`src/rtl/lemmings_pkg.sv`:
```
// Shared types and width helpers for the lemming hatch scheduler.
package lemmings_pkg;

    // Top-level scheduler phases.
    typedef enum logic [1:0] {
        IDLE    = 2'd0,
        RELEASE = 2'd1,
        DONE    = 2'd2
    } sched_state_t;

    // Facing direction of a single walker.
    typedef enum logic {
        DIR_L = 1'b0,
        DIR_R = 1'b1
    } dir_t;

    localparam int MIN_CNT_W = 1;

    // Bits needed for a counter that cycles through 0..count-1.
    function automatic int cntWidth(input int count);
        return (count <= 2) ? MIN_CNT_W : $clog2(count);
    endfunction

    // Bits needed to hold a tally that can reach maxVal.
    function automatic int tallyWidth(input int maxVal);
        return (maxVal < 1) ? MIN_CNT_W : $clog2(maxVal + 1);
    endfunction

endpackage

```
`src/rtl/lemming_walker_slot.sv`:
```
// One lemming slot: release flag, facing direction and registered walk outputs.
module lemming_walker_slot
    import lemmings_pkg::*;
(
    input  logic clk,
    input  logic areset_n,
    input  logic release_i,
    input  logic clear_i,
    input  logic freeze_i,
    input  logic freezeNext_i,
    input  logic bumpLeft_i,
    input  logic bumpRight_i,
    output logic active_o,
    output logic walkLeft_o,
    output logic walkRight_o
);

    logic active_q, active_d;
    dir_t dir_q, dir_d;
    logic walkLeft_q, walkRight_q;

    // Next slot state: clear and release both face left; bumps only act on the facing side and are frozen while digging.
    always_comb begin
        active_d = active_q;
        dir_d    = dir_q;
        if (clear_i) begin
            active_d = 1'b0;
            dir_d    = DIR_L;
        end else if (release_i) begin
            active_d = 1'b1;
            dir_d    = DIR_L;
        end else if (active_q && !freeze_i) begin
            if (dir_q == DIR_L && bumpLeft_i) begin
                dir_d = DIR_R;
            end else if (dir_q == DIR_R && bumpRight_i) begin
                dir_d = DIR_L;
            end
        end
    end

    // Register slot state; walk outputs look ahead at the next grant so they drop in the same cycle the grant rises.
    always_ff @(posedge clk or negedge areset_n) begin
        if (!areset_n) begin
            active_q    <= 1'b0;
            dir_q       <= DIR_L;
            walkLeft_q  <= 1'b0;
            walkRight_q <= 1'b0;
        end else begin
            active_q    <= active_d;
            dir_q       <= dir_d;
            walkLeft_q  <= active_d && !freezeNext_i && (dir_d == DIR_L);
            walkRight_q <= active_d && !freezeNext_i && (dir_d == DIR_R);
        end
    end

    assign active_o    = active_q;
    assign walkLeft_o  = walkLeft_q;
    assign walkRight_o = walkRight_q;

endmodule

```
`src/rtl/lemmings_hatch_sched.sv`:
```
// Hatch scheduler: timed releases, per-slot walkers and a round-robin shared dig tool.
module lemmings_hatch_sched
    import lemmings_pkg::*;
#(
    parameter int N_LEM      = 4,
    parameter int INTERVAL   = 8,
    parameter int DIG_CYCLES = 4
)(
    input  logic                         clk,
    input  logic                         areset_n,
    input  logic                         start,
    input  logic [N_LEM-1:0]             bump_left,
    input  logic [N_LEM-1:0]             bump_right,
    input  logic [N_LEM-1:0]             dig_req,
    output logic [N_LEM-1:0]             active,
    output logic [N_LEM-1:0]             walk_left,
    output logic [N_LEM-1:0]             walk_right,
    output logic [N_LEM-1:0]             dig_grant,
    output logic [$clog2(N_LEM+1)-1:0]   released_cnt,
    output logic                         done
);

    localparam int CNT_W = tallyWidth(N_LEM);
    localparam int TMR_W = cntWidth(INTERVAL);
    localparam int DIG_W = cntWidth(DIG_CYCLES);
    localparam int PTR_W = cntWidth(N_LEM);

    sched_state_t     state_q;
    logic [TMR_W-1:0] timer_q;
    logic [CNT_W-1:0] relCnt_q;
    logic             done_q;
    logic [N_LEM-1:0] grant_q, grant_d;
    logic [DIG_W-1:0] digCnt_q, digCnt_d;
    logic [PTR_W-1:0] ptr_q, ptr_d;
    logic             clearAll;
    logic             releaseNow;
    logic [N_LEM-1:0] releaseVec;
    logic [N_LEM-1:0] eligible;
    logic             found;

    // Decode restart and which slot (if any) is released at the coming edge.
    always_comb begin
        clearAll   = (state_q == DONE) && start;
        releaseNow = (state_q == RELEASE) && (timer_q == '0);
        releaseVec = '0;
        for (int i = 0; i < N_LEM; i++) begin
            releaseVec[i] = releaseNow && (relCnt_q == CNT_W'(i));
        end
    end

    // Scheduler FSM with the interval timer, release tally and done flag.
    always_ff @(posedge clk or negedge areset_n) begin
        if (!areset_n) begin
            state_q  <= IDLE;
            timer_q  <= '0;
            relCnt_q <= '0;
            done_q   <= 1'b0;
        end else begin
            case (state_q)
                IDLE: begin
                    if (start) begin
                        state_q <= RELEASE;
                        timer_q <= '0;
                    end
                end
                RELEASE: begin
                    if (releaseNow) begin
                        relCnt_q <= relCnt_q + 1'b1;
                        timer_q  <= TMR_W'(INTERVAL - 1);
                        if (relCnt_q == CNT_W'(N_LEM - 1)) begin
                            state_q <= DONE;
                            done_q  <= 1'b1;
                        end
                    end else begin
                        timer_q <= timer_q - 1'b1;
                    end
                end
                DONE: begin
                    if (start) begin
                        state_q  <= RELEASE;
                        timer_q  <= '0;
                        relCnt_q <= '0;
                        done_q   <= 1'b0;
                    end
                end
                default: state_q <= IDLE;
            endcase
        end
    end

    // Round-robin arbiter: pick a new owner when the tool is free or in the holder's last cycle.
    always_comb begin
        grant_d  = grant_q;
        digCnt_d = digCnt_q;
        ptr_d    = ptr_q;
        found    = 1'b0;
        eligible = active & dig_req & ~grant_q;
        if (clearAll) begin
            grant_d  = '0;
            digCnt_d = '0;
            ptr_d    = '0;
        end else if (grant_q == '0 || digCnt_q == DIG_W'(DIG_CYCLES - 1)) begin
            grant_d  = '0;
            digCnt_d = '0;
            for (int off = 0; off < N_LEM; off++) begin
                if (!found && eligible[(int'(ptr_q) + off) % N_LEM]) begin
                    found = 1'b1;
                    grant_d[(int'(ptr_q) + off) % N_LEM] = 1'b1;
                    ptr_d = PTR_W'((int'(ptr_q) + off + 1) % N_LEM);
                end
            end
        end else begin
            digCnt_d = digCnt_q + 1'b1;
        end
    end

    // Register the dig tool owner, hold counter and priority pointer.
    always_ff @(posedge clk or negedge areset_n) begin
        if (!areset_n) begin
            grant_q  <= '0;
            digCnt_q <= '0;
            ptr_q    <= '0;
        end else begin
            grant_q  <= grant_d;
            digCnt_q <= digCnt_d;
            ptr_q    <= ptr_d;
        end
    end

    for (genvar g = 0; g < N_LEM; g++) begin : g_slot
        lemming_walker_slot u_slot (
            .clk          (clk),
            .areset_n     (areset_n),
            .release_i    (releaseVec[g]),
            .clear_i      (clearAll),
            .freeze_i     (grant_q[g]),
            .freezeNext_i (grant_d[g]),
            .bumpLeft_i   (bump_left[g]),
            .bumpRight_i  (bump_right[g]),
            .active_o     (active[g]),
            .walkLeft_o   (walk_left[g]),
            .walkRight_o  (walk_right[g])
        );
    end

    assign dig_grant    = grant_q;
    assign released_cnt = relCnt_q;
    assign done         = done_q;

endmodule
```
`config.mk`:
```
export PLATFORM = sky130hd
export DESIGN_NAME = lemmings_hatch_sched
export DESIGN_NICKNAME = d
export VERILOG_FILES = /design/src/rtl/lemmings_pkg.sv /design/src/rtl/lemming_walker_slot.sv /design/src/rtl/lemmings_hatch_sched.sv
export SDC_FILE = /design/constraint.sdc
export NUM_CORES = 1
export LEC_CHECK = 0
export ABC_CLOCK_PERIOD_IN_PS = 4400
export CAP_MARGIN = 0
export CORE_UTILIZATION = 57
export CTS_CLUSTER_SIZE = 40
export DETAILED_ROUTE_END_ITERATION = 12
export MAX_ROUTING_LAYER = met4
export PLACE_DENSITY = 0.85
export RECOVER_POWER = 25
export SLEW_MARGIN = 40
export SYNTH_ARGS = -nofsm -noshare
export SYNTH_HDL_FRONTEND = slang
export SYNTH_HIERARCHICAL = 1
export SYNTH_SLANG_ARGS = --single-unit
```
`constraint.sdc`:
```
create_clock -name clk -period 4.4 [get_ports clk]
set_input_delay 0.88 -clock clk [delete_from_list [all_inputs] [get_ports clk]]
set_output_delay 0.88 -clock clk [all_outputs]
set_load 0.02 [all_outputs]
```
Yosys cells after proc, flatten, opt, wreduce, memory -nomap -nowiden

Cells that the tools add are included.

$mul: 0
Add/subtract/negate cells: 9
Muxes and demuxes: 89
Equality and inequality tests: 10
Shift-type cells: 0
Reductions and logical operators: 66
Magnitude comparators: 8
Divide/modulo/power cells: 0
Bitwise operators: 17

Operators by type and width:

| cell                                                                          | count |
|---|---|
| 1-bit two-way mux                                                             | 51 |
| 4-bit two-way mux                                                             | 12 |
| 1-bit logical AND                                                             | 37 |
| 2-bit two-way mux                                                             | 11 |
| 3-bit by 4-bit less-than comparator with 1-bit output (second input constant) | 3 |
| 4-bit bitwise OR                                                              | 3 |
| 3-bit one-hot mux with 2 select lines                                         | 2 |
| 1-bit zero test                                                               | 11 |
| 2-bit by 1-bit adder with 2-bit output (second input constant)                | 5 |
| 3-bit by 1-bit >= comparator with 1-bit output (second input constant)        | 3 |
| 3-bit two-way mux                                                             | 3 |
| 4-bit AND                                                                     | 2 |
| 1-bit binary-select mux with 2-bit select                                     | 4 |
| 1-bit demux with 2-bit select                                                 | 4 |
| 1-bit NOT                                                                     | 8 |
| 2-bit OR reduction                                                            | 4 |
| 3-bit by 2-bit == test with 1-bit output (second input constant)              | 2 |
| 3-bit zero test                                                               | 2 |
| 3-bit AND reduction                                                           | 2 |
| 2-bit nonzero test                                                            | 3 |
| 5-bit nonzero test                                                            | 1 |
| 2-bit adder (second input constant)                                           | 2 |
| 2-bit == test (second input constant)                                         | 2 |
| 4-bit zero test                                                               | 1 |
| other kinds (16)                                                              | 21 |

Memory bits (writable): 0
Bits in latches: 0
Output and inout bits: 20
Logic and storage cells: 222
Flip-flop bits (word level): 33
Memories: 0
Bits in read-only memories: 0
Input port bits: 15

Logic depth before layout (Yosys ltp)

Gate-level depths: netlist of the first run.

Depth in word-level cells: 25
Mapped depth: 11
Mapped depth without buffers: 9

By module

Netlist of the first run, hierarchy kept.

Modules (own cells, without submodules):

| module               | area each (µm²) | sequential area each (µm²) | cells an instance | instances |
|---|---|---|---|---|
| lemmings_hatch_sched | 1,437.6         | 425.4                      | 168               | 1 |
| lemming_walker_slot  | 168.9           | 100.1                      | 14                | 4 |

Worst setup path before layout of the first run

OpenSTA, ideal clock, no wires.

Kind: input to register
Start point: in dig_req[3]
End point: reg g_slot[1].u_slot.walkRight_q
Path buffers: 1
Library setup time: 131 ps
Data required time: 4,269 ps
Slack: 1,935 ps
Stages: 7
Arrival time: 2,334 ps
Cells stage by stage: and3b_1 buf_6 mux4_2 a31oi_2 a222oi_1 a21oi_1 nor3_1

Word-level cells in the longest chain between the ends: 25
Elaborated cells between the ends (all ways): 46
Those cells by class: 32 x mux; 5 x bitwise; 9 x reduce/logical

RTL lines:

| what                                      | RTL line                    | text |
|---|---|---|
| start, declared                           | lemmings_hatch_sched.sv:14  | `input logic [N_LEM-1:0] dig_req,` |
| 4-bit AND (*) (2 in a row)                | lemmings_hatch_sched.sv:97  | `eligible = active & dig_req & ~grant_q;` |
| 1-bit binary-select mux with 2-bit select | lemmings_hatch_sched.sv:106 | `if (!found && eligible[(int'(ptr_q) + off) % N_LEM]) begin` |
| 1-bit two-way mux (not written as such)   | lemmings_hatch_sched.sv:106 |  |
| 1-bit two-way mux                         | lemmings_hatch_sched.sv:106 |  |
| 1-bit two-way mux                         | lemmings_hatch_sched.sv:102 | `end else if (grant_q == '0 \|\| digCnt_q == DIG_W'(DIG_CYCLES - 1)) begin` |
| 1-bit two-way mux                         | lemmings_hatch_sched.sv:98  | `if (clearAll) begin` |
| 1-bit zero test                           | lemmings_hatch_sched.sv:106 |  |
| 1-bit logical AND                         | lemmings_hatch_sched.sv:106 |  |
| [8 not listed]                            | --                          |  |
| 1-bit zero test                           | lemmings_hatch_sched.sv:106 |  |
| 1-bit logical AND                         | lemmings_hatch_sched.sv:106 |  |
| 4-bit two-way mux (*)                     | lemmings_hatch_sched.sv:106 |  |
| 4-bit two-way mux (*)                     | lemmings_hatch_sched.sv:102 |  |
| 4-bit two-way mux (*)                     | lemmings_hatch_sched.sv:98  |  |
| via grant_d[1]                            | lemmings_hatch_sched.sv:32  | `logic [N_LEM-1:0] grant_q, grant_d;` |
| 1-bit zero test (*)                       | lemming_walker_slot.sv:52   | `walkRight_q <= active_d && !freezeNext_i && (dir_d == DIR_R);` |
| 1-bit logical AND (*) (2 in a row)        | lemming_walker_slot.sv:52   |  |
| end signal, assigned                      | lemming_walker_slot.sv:52   |  |
| end, declared                             | lemming_walker_slot.sv:20   | `logic walkLeft_q, walkRight_q;` |

Mark *: on every way through the listed nets, which the timed path passes. The rest lies on a longest branch. The select of a mux whose other input is x is not followed.
A chain may end at the register's enable or synchronous reset.

Final worst setup path of the first run

Start point: reg ptr_q[1]
End point: reg g_slot[1].u_slot.walkRight_q

Word-level cells in the longest chain between the ends: 23
Elaborated cells between the ends (all ways): 73
Those cells by class: 3 x add/sub; 8 x order compare; 40 x mux; 6 x bitwise; 16 x reduce/logical

RTL lines:

| what                                                                                           | RTL line                    | text |
|---|---|---|
| start, declared                                                                                | lemmings_hatch_sched.sv:34  | `logic [PTR_W-1:0] ptr_q, ptr_d;` |
| start signal, assigned                                                                         | lemmings_hatch_sched.sv:126 | `ptr_q <= ptr_d;` |
| branches (longest 17 deep; another with 3-bit by 4-bit less-than comparator with 1-bit output) | --                          |  |
| 4-bit two-way mux (*)                                                                          | lemmings_hatch_sched.sv:106 |  |
| 4-bit two-way mux (*)                                                                          | lemmings_hatch_sched.sv:102 |  |
| 4-bit two-way mux (*)                                                                          | lemmings_hatch_sched.sv:98  |  |
| via grant_d[1]                                                                                 | lemmings_hatch_sched.sv:32  |  |
| 1-bit zero test (*)                                                                            | lemming_walker_slot.sv:52   |  |
| 1-bit logical AND (*) (2 in a row)                                                             | lemming_walker_slot.sv:52   |  |

Mark *: on every way through the listed nets, which the timed path passes. The select of a mux whose other input is x is not followed.

==> impl_metrics.csv, run 1 <==
group,metric,value,unit
power,leakagePower,1.161,nW
synth,syn_inst,224,
sta,rsz0062_at_grt,"false",
critical_path,critPathLaunch,"ptr_q[1]$_DFFE_PN0P_",
placed_design,numPortBuffers,34,
critical_path,end_kind,"register",
cts,root_buffer,"clkbuf_8",
synth,syn_avg_cell_area,9.434,sq um
global_route,grt_pass1_wl,8204,microns
critical_path,cp.depth,9,
final_layout,syn_to_final_growth,21.43,%
sta,maxSlewHeadroom,-14.35,%
final_layout,mostFrequentLayoutCells,"33 x dfrtp_1, 33 x clkdlybuf4s50_1, 21 x nor2_1",
global_route,grt_pass1_vias,1771,
synth,netlist_area,2113,sq um
sta,fin_crit_sh,67.45,%
critical_path,reg2reg_to,"g_slot[1].u_slot/walkRight_o$_DFF_PN0_",
cts,cts.sinks,33,
routing,routed-via-count,1924,
global_route,antenna_found_initial,0,
critical_path,regToRegSetupSlack,1430,ps
final_layout,diodes,0,
cts,hold_buffers,0,
critical_path,worst_path_most_repeated_cell,"a21oi_1",
synth,synthesis.nets,255,
sta,finalSetupTns,0,ps
status,failed_checks,"max-capacitance violations, max-slew violations",
routing,drc,0,
global_route,grt-ovfl-total,0,
routing,ant_nets,0,
global_route,grt_use_total,27.43,%
routing,vias_per_cell,6.247,
critical_path,rr_startpoint,"ptr_q[1]$_DFFE_PN0P_",
routing,wl,4784,microns
floorplanning,die_area,3955,sq um
global_route,grt_max_degree,34,
cts,postCtsSetupBuffers,0,
cts,cts_resized,0,
synth,ys_warn_count,6,
critical_path,cp.required,4540,ps
critical_path,criticalPathCategory,"register to register",
floorplanning,die_h,62.89,microns
cts,cts_buffer_depth,2,
floorplanning,core-area,3442,sq um
cts,cts_tree,"built",
critical_path,critPathBufInv,1,
cts,htreeDepth,2,
floorplanning,placementRows,21,
critical_path,cp-endpoint,"g_slot[1].u_slot/walkRight_o$_DFF_PN0_",
sta,finalHoldViolations,0,
sta,finalSetupViolCount,0,
critical_path,r2r_cells,9,
sta,clock_skew,10.96,ps
floorplanning,fp.dieW,62.89,microns
synth,ys_ff_latch,33,
floorplanning,ios,35,
critical_path,cpMaxStageDelayCell,"dfrtp_1",
hold_path,hp-class,"register to register",
power,vdd_ir_drop_max,316.6,uV
sta,min_period,2968,ps
power,p_per_area,622.1,nW/um^2
routing,drtPass1Iterations,8,
cts,worstSkewPairLatency,280,ps
sta,tightest_slew,1715,ps
cts,clk_pin_slew,70,ps
sta,slew_viol_final,34,
sta,fmax,337.0,MHz
floorplanning,start_util,61.40,%
final_layout,nNetsFinal,292,
cts,numCtsBuffers,5,
routing,routedWlPerCell,15.53,microns
synth,yosysSeqAreaShare,39.08,%
routing,drt_iter0_drc,303,
critical_path,critPathMaxStageDelay,580,ps
critical_path,cp_top_family,"compound AO/OA/AOI/OAI gates",
placed_design,gp_congestion,1.035,
synth,ys_types,42,
critical_path,cp.arrival,3110,ps
critical_path,path_cells,"inv_1 > ha_1 > nand2b_1 > a2bb2oi_2 > nand3_1 > a211oi_1 > a21oi_1 > a21oi_1 > nor3_1",
critical_path,worstPathMaxFanout,11,
placed_design,dp_hpwl,3478,microns
job,max_cap_viol_count,1,
critical_path,critPathLaunchType,"register",
sta,whs,453.5,ps
final_layout,drive_gt1_share,8.779,%
status,status,"complete, but fails checks",
-- metrics by stage --
step / total power (W) / util [%] / instance area, sq um / setup WS (ps) / std cells
after floorplan: 0.001111 / - / 2113 / 1935 / 224
after global placement: 0.001364 / 72.16 / 2484 / 1270 / 300
after detailed placement: 0.001360 / 72.16 / 2484 / 1282 / 300
final: 0.001596 / 74.55 / 2566 / 1432 / 308
after global routing: 0.001705 / 74.55 / 2566 / 1216 / 308
after CTS: 0.001583 / 74.66 / 2570 / 1498 / 308
-- layer usage --
| metal | wire, microns | vias to the layer above | global-route usage (%) |
|---|---|---|---|
| li1 | - | 898 | - |
| met4 | 88 | 0 | 8.140 |
| met3 | 358 | 18 | 4.927 |
| met1 | 2118 | 902 | 36.30 |
| met5 | 0 | - | - |
| met2 | 2219 | 106 | 42.88 |
-- how the worst min path moves through the flow --
stage,cells past startpoint,endpoint,from
finish,1,digCnt_q[0]$_DFF_PN0_,digCnt_q[0]$_DFF_PN0_
global route,1,digCnt_q[0]$_DFF_PN0_,digCnt_q[0]$_DFF_PN0_
CTS,1,digCnt_q[0]$_DFF_PN0_,digCnt_q[0]$_DFF_PN0_
detailed placement,1,digCnt_q[0]$_DFF_PN0_,digCnt_q[0]$_DFF_PN0_
global placement,1,digCnt_q[0]$_DFF_PN0_,digCnt_q[0]$_DFF_PN0_
floorplan,1,digCnt_q[0]$_DFF_PN0_,digCnt_q[0]$_DFF_PN0_
-- power breakdown --
group	internal [W]	switching [W]	leakage (nW)	total, W
sequential	0.000394	0.0000777	0.383	0.000472
combinational	0.000382	0.000525	0.734	0.000907
clock	0.000109	0.000109	0.0439	0.000218
-- worst register-to-register path, stage by stage (launching register included) --
cell	delay, ps
dfrtp_1	580
inv_1	200
ha_1	460
nand2b_1	210
a2bb2oi_2	210
nand3_1	140
a211oi_1	460
a21oi_1	140
a21oi_1	320
nor3_1	110
-- final cells by class --
cell class	count	area, sq um
fill	255	875.8
sequential	33	825.8
multi-input combinational	167	1177
clock inverter	3	17.52
timing repair buffer	36	351.6
clock buffer	5	68.82
inverter	18	67.56
tap	46	57.56
-- cell usage after synthesis --
library cell,number,area [sq um]
ha_1,16,200.2
nor3b_2,4,50.05
a211oi_1,3,22.52
inv_2,2,7.510
a2bb2oi_2,1,15.01
or4_1,1,7.510
nand3b_1,4,30.03
a31oi_2,1,12.51
o41ai_1,1,8.760
nor2_1,21,78.83
inv_1,16,60.06
nor2b_1,3,18.77
nand2b_1,4,25.02
a311oi_1,2,17.52
buf_2,4,20.02
dfrtp_1,33,825.8
a222oi_1,4,40.04
o211ai_1,2,15.01
and3b_1,8,70.07
o21ai_0,9,45.04
buf_6,2,22.52
a2111oi_0,3,26.28
a211o_1,2,17.52
a22oi_1,1,7.510
o31ai_1,2,15.01
xnor2_1,1,8.760
and3_1,5,31.28
nand4b_1,4,35.03
mux4_2,1,22.52
or2_1,4,25.02
nor4_1,3,18.77
a31oi_1,4,25.02
nand4_1,1,6.260
a22o_1,1,8.760
o21a_1,1,7.510
a21o_1,1,7.510
a21oi_1,11,55.05
nor3_1,10,50.05
or2_2,1,6.260
nand3_1,8,40.04
o211ai_2,4,50.05
nand2_1,15,56.30
-- logic make-up after synthesis --
group	after synthesis	share of synthesized area (%)
compound gates	53	18.77
xor+xnor	1	0.4145
fa+ha+maj	16	9.473
flops	33	39.08
simple gates	96	25.99
mux	1	1.066
buf+inv	24	5.210
-- state kept, by name, indices dropped and copies added, names as in the netlist --
| register | count |
|---|---|
| g_slot.u_slot/dir_q | 4 |
| timer_q | 3 |
| digCnt_q | 2 |
| g_slot.u_slot/walkRight_o | 4 |
| ptr_q | 2 |
| released_cnt | 3 |
| state_q | 2 |
| g_slot.u_slot/active_o | 4 |
| dig_grant | 4 |
| g_slot.u_slot/walkLeft_o | 4 |
| done | 1 |
(Power assumes the default switching activity.)
==> inputs of run 2 (changes only) <==
ABC_CLOCK_PERIOD_IN_PS = 2600   (was 4400)
CORE_UTILIZATION = 48   (was 57)
PLACE_DENSITY = 0.76   (was 0.85)
clock period = 2.6 ns   (was 4.4 ns; I/O delays follow)
==> impl_metrics.csv, run 2 (synthesis results as in run 1) <==
group,metric,value,unit
cts,worstSkewPairLatency,270,ps
routing,drt_iter0_drc,261,
cts,cts_resized,0,
placed_design,numPortBuffers,34,
hold_path,hp-class,"register to register",
sta,finalSetupTns,0,ps
critical_path,critPathMaxStageDelay,510,ps
floorplanning,core-area,4115,sq um
routing,ant_nets,0,
critical_path,cp.required,2780,ps
cts,htreeDepth,2,
final_layout,mostFrequentLayoutCells,"34 x clkdlybuf4s50_1, 33 x dfrtp_1, 27 x buf_4",
final_layout,register_area,825.8,sq um
sta,finalSetupViolCount,0,
power,total_power,0.003081,W
sta,min_period,2503,ps
critical_path,cp.arrival,2680,ps
critical_path,cp_top_family,"compound AO/OA/AOI/OAI gates",
critical_path,critPathBufInv,1,
placed_design,dp_hpwl,3996,microns
final_layout,fin_cells,338,
global_route,antenna_found_initial,0,
cts,cts_buffer_depth,2,
global_route,grt_util_met1,33.12,%
sta,rsz0062_at_grt,"false",
global_route,grt_util_met2,38.85,%
power,p_seq_share,25.2,%
sta,finalHoldViolations,0,
critical_path,worstPathMaxFanout,5,
final_layout,multi_input_area,1177,sq um
critical_path,end_kind,"register",
global_route,gr-usage-met3,4.333,%
sta,tightest_slew,1734,ps
floorplanning,die_area,4672,sq um
floorplanning,start_util,51.35,%
floorplanning,fp.dieW,68.35,microns
sta,maxSlewHeadroom,-15.63,%
cts,root_buffer,"clkbuf_8",
cts,numCtsBuffers,5,
final_layout,fillers,323,
final_layout,nNetsFinal,318,
cts,postCtsSetupBuffers,0,
final_layout,final_common_cell,"clkdlybuf4s50_1",
cts,cts_tree,"built",
cts,hold_buffers,0,
global_route,busiest_layer,"met2",
power,clkPwrFrac,16.1,%
final_layout,syn_to_final_growth,32.33,%
routing,wl,5323,microns
power,p_comb_share,58.7,%
sta,fin_crit_sh,96.26,%
cts,clk_pin_slew,70,ps
floorplanning,die_h,68.35,microns
placed_design,gp_congestion,0.9848,
cts,cts.sinks,33,
floorplanning,placementRows,23,
job,max_cap_viol_count,1,
status,status,"complete, but fails checks",
global_route,grt_pass1_wl,8390,microns
sta,slew_viol_final,34,
critical_path,critPathLaunchType,"primary input",
final_layout,drive_gt1_share,16.67,%
power,p_sw,0.001269,W
floorplanning,ios,35,
critical_path,cpMaxStageDelayCell,"clkdlybuf4s50_1",
power,vdd_ir_drop_max,549.3,uV
final_layout,diodes,0,
global_route,grt_max_degree,34,
routing,vias_per_cell,5.879,
sta,fmax,399.6,MHz
routing,routedWlPerCell,15.75,microns
power,leakagePower,1.302,nW
critical_path,path_cells,"clkdlybuf4s50_1 > nand3b_1 > nand3_1 > a21oi_1 > a211o_1 > a222oi_1 > a21oi_1 > nor3_1",
critical_path,worst_path_most_repeated_cell,"a21oi_1",
routing,routed-via-count,1987,
power,p_int,0.001812,W
sta,clock_skew,3.191,ps
final_layout,fin_util,67.95,%
global_route,grt_use_total,25.16,%
placed_design,dp.cells,330,
power,p_per_area,1102,nW/um^2
routing,drc,0,
critical_path,criticalPathCategory,"primary input to register",
global_route,grt_pass1_vias,1862,
power,swShare,41.19,%
routing,drtPass1Iterations,5,
global_route,grt-ovfl-total,0,
status,failed_checks,"max-capacitance violations, max-slew violations",
sta,whs,445.1,ps
## run 2: final cells by class
| class | count | share of cell area (%) |
|---|---|---|
| Multi-Input combinational cell | 167 | 42.10 |
| Clock inverter | 1 | 1.074 |
| Inverter | 18 | 2.416 |
| Timing Repair Buffer | 62 | 19.55 |
| Sequential cell | 33 | 29.53 |
| Tap cell | 50 | 2.237 |
| Clock buffer | 7 | 3.087 |
## run 2: power by group through the flow
stage	combinational [W]	clock, W	sequential, W
2_1_floorplan	0.00100	0	0.000879
3_3_place_gp	0.00177	0	0.000780
3_5_place_dp	0.00178	0	0.000784
4_1_cts	0.00179	0.000503	0.000776
5_1_grt	0.00196	0.000519	0.000795
6_report	0.00181	0.000495	0.000776
## run 2: worst paths after layout
path | start | endpoint | slack [ps] | cells after the start
min in group asynchronous | areset_n | g_slot[3].u_slot/active_o$_DFF_PN0_ | 1160 | 2
worst max-delay path | dig_req[2] | g_slot[3].u_slot/walkRight_o$_DFF_PN0_ | 100 | 8
worst min register to register | digCnt_q[0]$_DFF_PN0_ | digCnt_q[0]$_DFF_PN0_ | 450 | 1
worst min-delay path | digCnt_q[0]$_DFF_PN0_ | digCnt_q[0]$_DFF_PN0_ | 450 | 1
max in group asynchronous | areset_n | g_slot[1].u_slot/walkRight_o$_DFF_PN0_ | 430 | 2
worst max register to register | ptr_q[0]$_DFFE_PN0P_ | g_slot[3].u_slot/walkRight_o$_DFF_PN0_ | 180 | 9
## run 2: through the flow
step / cell area (sq um) / setup slack, ps
floorplan: 2113 / 152.2
global placement: 2684 / -105.6
detailed placement: 2684 / -119.5
CTS: 2800 / 179.7
global route: 2796 / 26.64
finish: 2796 / 97.30
## run 2: worst reg2reg max path, cell delays in order (launching register included)
cell      delay (ps)
dfrtp_1          360
inv_2             40
ha_1             420
inv_1            140
nand3_1           90
a21oi_1           90
a211o_1          350
a222oi_1         360
a21oi_1          190
nor3_1           270
## run 2: layer usage
layer / vias to the layer above / part of all wire, %
met1: 932 / 45
met5: - / 0
met4: 0 / 2.6
met2: 91 / 47
li1: 948 / -
met3: 16 / 5.3
==> inputs of run 3 (changes only) <==
CORE_UTILIZATION = 49   (was 48)
SYNTH_HIERARCHICAL = default   (was 1)
==> impl_metrics.csv, run 3 <==
group,metric,value,unit
status,status,"complete, but fails checks",
status,failed_checks,"design-rule violations",
sta,maxSlewHeadroom,46.21,%
job,max_cap_viol_count,0,
sta,fin_crit_sh,92.93,%
synth,ys_warn_count,0,
final_layout,fin_cells,333,
final_layout,drive_gt1_share,16.01,%
global_route,grt_max_degree,34,
global_route,antenna_found_initial,0,
final_layout,fillers,385,
synth,ys_types,53,
synth,async_flop_share,100.0,%
cts,numCtsBuffers,5,
hold_path,hp-class,"register to register",
synth,syn_inst,242,
global_route,grt_use_total,25.25,%
power,p_int,0.002097,W
final_layout,stdcell_area,2826,sq um
cts,htreeDepth,2,
synth,ys_ff_latch,33,
power,clkPwrFrac,13.8,%
synth,synth_commonest_cells,"33 x dfrtp_1, 19 x nor2_1, 16 x buf_4, 16 x ha_1, 14 x o21ai_0",
sta,setup_ws,183.9,ps
routing,wl,5659,microns
critical_path,critPathLaunchType,"register",
sta,fmax,413.9,MHz
synth,synthesis.nets,273,
sta,clock_skew,2.621,ps
synth,synth-edff-count,0,
placed_design,placed_cell_area,2701,sq um
final_layout,register_area,825.8,sq um
synth,syn_avg_cell_area,9.498,sq um
final_layout,multi_input_area,1267,sq um
floorplanning,placementRows,24,
sta,finalHoldViolations,0,
power,p_sw,0.001616,W
floorplanning,core-area,4444,sq um
routing,drtPass1Iterations,9,
routing,routedWlPerCell,16.99,microns
sta,finalSetupTns,0,ps
synth,yosysSeqAreaShare,35.93,%
sta,slew_viol_final,0,
cts,cts.sinks,33,
power,p_comb_share,60.3,%
floorplanning,ios,35,
floorplanning,die_h,70.49,microns
cts,cts_tree,"built",
floorplanning,die_area,4969,sq um
critical_path,cp.arrival,2620,ps
placed_design,numPortBuffers,34,
final_layout,diodes,0,
routing,routed-via-count,2050,
final_layout,fin_util,63.60,%
power,leakagePower,1.247,nW
sta,min_period,2416,ps
final_layout,mostFrequentLayoutCells,"33 x dfrtp_1, 33 x clkdlybuf4s50_1, 20 x buf_4",
global_route,grt_pass1_wl,9446,microns
synth,synthTopCellsByArea,"dfrtp_1 36%, ha_1 8.7%, buf_4 5.2%",
floorplanning,start_util,51.72,%
cts,root_buffer,"clkbuf_8",
critical_path,worstPathMaxFanout,7,
cts,cts_buffer_depth,2,
global_route,grt_util_met1,31.83,%
power,p_seq_share,25.9,%
global_route,grt_pass1_vias,1972,
placed_design,place_ws,-14.17,ps
cts,hold_buffers,0,
critical_path,cp.required,2800,ps
global_route,busiest_layer,"met2",
synth,synth_flop_cell,"dfrtp_1",
final_layout,syn_to_final_growth,22.97,%
critical_path,end_kind,"register",
synth,synth_area_leader_cell,"dfrtp_1",
global_route,gr-usage-met3,5.772,%
routing,drc,9,
routing,drt_iter0_drc,232,
synth,netlist_area,2298,sq um
cts,worstSkewPairLatency,290,ps
sta,finalSetupViolCount,0,
power,swShare,43.53,%
sta,tightest_slew,806.8,ps
placed_design,dp.cells,324,
sta,rsz0062_at_grt,"false",
critical_path,criticalPathCategory,"register to register",
synth,synth_top_area_share,35.93,%
floorplanning,fp.dieW,70.49,microns
final_layout,nNetsFinal,311,
routing,vias_per_cell,6.156,
placed_design,gp_congestion,1.047,
cts,clk_pin_slew,70,ps
placed_design,dp_hpwl,4134,microns
routing,ant_nets,0,
global_route,grt-ovfl-total,0,
power,vdd_ir_drop_max,675.4,uV
global_route,grt_util_met2,40.67,%
synth,yosysMostFrequentCell,"dfrtp_1",
power,p_per_area,1314,nW/um^2
==> run 3: cell count changes in the layout (fill, tap and decap cells not counted), moves of 5 or more <==
cell | before | now
buf_4 | 27 | 20
nand2_1 | 15 | 10
nand4_1 | 1 | 6
nor3_1 | 10 | 3
o21ai_0 | 9 | 14
o21ai_1 | 0 | 5
==> run 3: path summary, 6_finish.rpt <==
kind,start,endpoint,slack [ps],cells after the start
max in group asynchronous,areset_n,g_slot[0].u_slot.active_o$_DFF_PN0_,1250,2
worst min-delay path,digCnt_q[0]$_DFF_PN0_,digCnt_q[0]$_DFF_PN0_,490,1
worst min register to register,digCnt_q[0]$_DFF_PN0_,digCnt_q[0]$_DFF_PN0_,490,1
worst max register to register,ptr_q[0]$_DFFE_PN0P_,g_slot[3].u_slot.walkLeft_o$_DFF_PN0_,180,8
worst max-delay path,ptr_q[0]$_DFFE_PN0P_,g_slot[3].u_slot.walkLeft_o$_DFF_PN0_,180,8
min in group asynchronous,areset_n,state_q[0]$_DFFE_PN0P_,840,2
==> run 3: layout make-up <==
type                       count  area share, %
tap                           52          2.302
inverter                      14          1.859
clock buffer                   6          2.922
clock inverter                 2          1.328
multi-input combinational    171          44.84
sequential                    33          29.22
timing repair buffer          55          17.53
==> run 3: cell families (layout without fill, tap and decap cells) <==
group / after synthesis / count (layout) / share of synthesized area [%]
AO/OA/AOI/OAI: 67 / 67 / 19.71
adder cells (fa/ha/maj): 16 / 16 / 8.710
buffers and inverters: 38 / 77 / 8.928
XOR/XNOR: 1 / 1 / 0.3811
multiplexers: 4 / 4 / 2.831
AND/OR/NAND/NOR: 83 / 83 / 23.52
flip-flops: 33 / 33 / 35.93
==> run 3: metal layers <==
metal,wire [microns],share of wire [%]
met5,0,0
met4,107,1.9
met3,431,7.6
met2,2708,48
met1,2412,43
==> run 3: power groups by stage <==
stage	logic [W]	registers (W)	clock network (W)
final	0.00224	0.000962	0.000513
after global routing	0.00243	0.000998	0.000546
after CTS	0.00221	0.000962	0.000525
after detailed placement	0.00218	0.000970	0
after global placement	0.00216	0.000963	0
after floorplan	0.00152	0.000932	0
==> run 3: through the flow <==
stage | hold slack [ps] | power (W)
5_1_grt | 497.2 | 0.003979
2_1_floorplan | 224.4 | 0.002452
6_report | 488.6 | 0.003713
3_5_place_dp | 464.1 | 0.003151
4_1_cts | 473.8 | 0.003693
3_3_place_gp | 441.6 | 0.003119
==> run 3: repair_timing <==
action / 4_1_cts / 5_1_grt
setup buffers: 0 / 1
resized for setup: 0 / 0
setup endpoints to repair: 0 / 1
==> run 3: critical path, cell delays in order (launching register included) <==
cell and delay [ps]:
dfrtp_1 390, inv_2 140, ha_1 300, inv_1 170
mux4_2 560, and2_4 180, a31oi_1 200, o211ai_1 160
nor3b_1 230
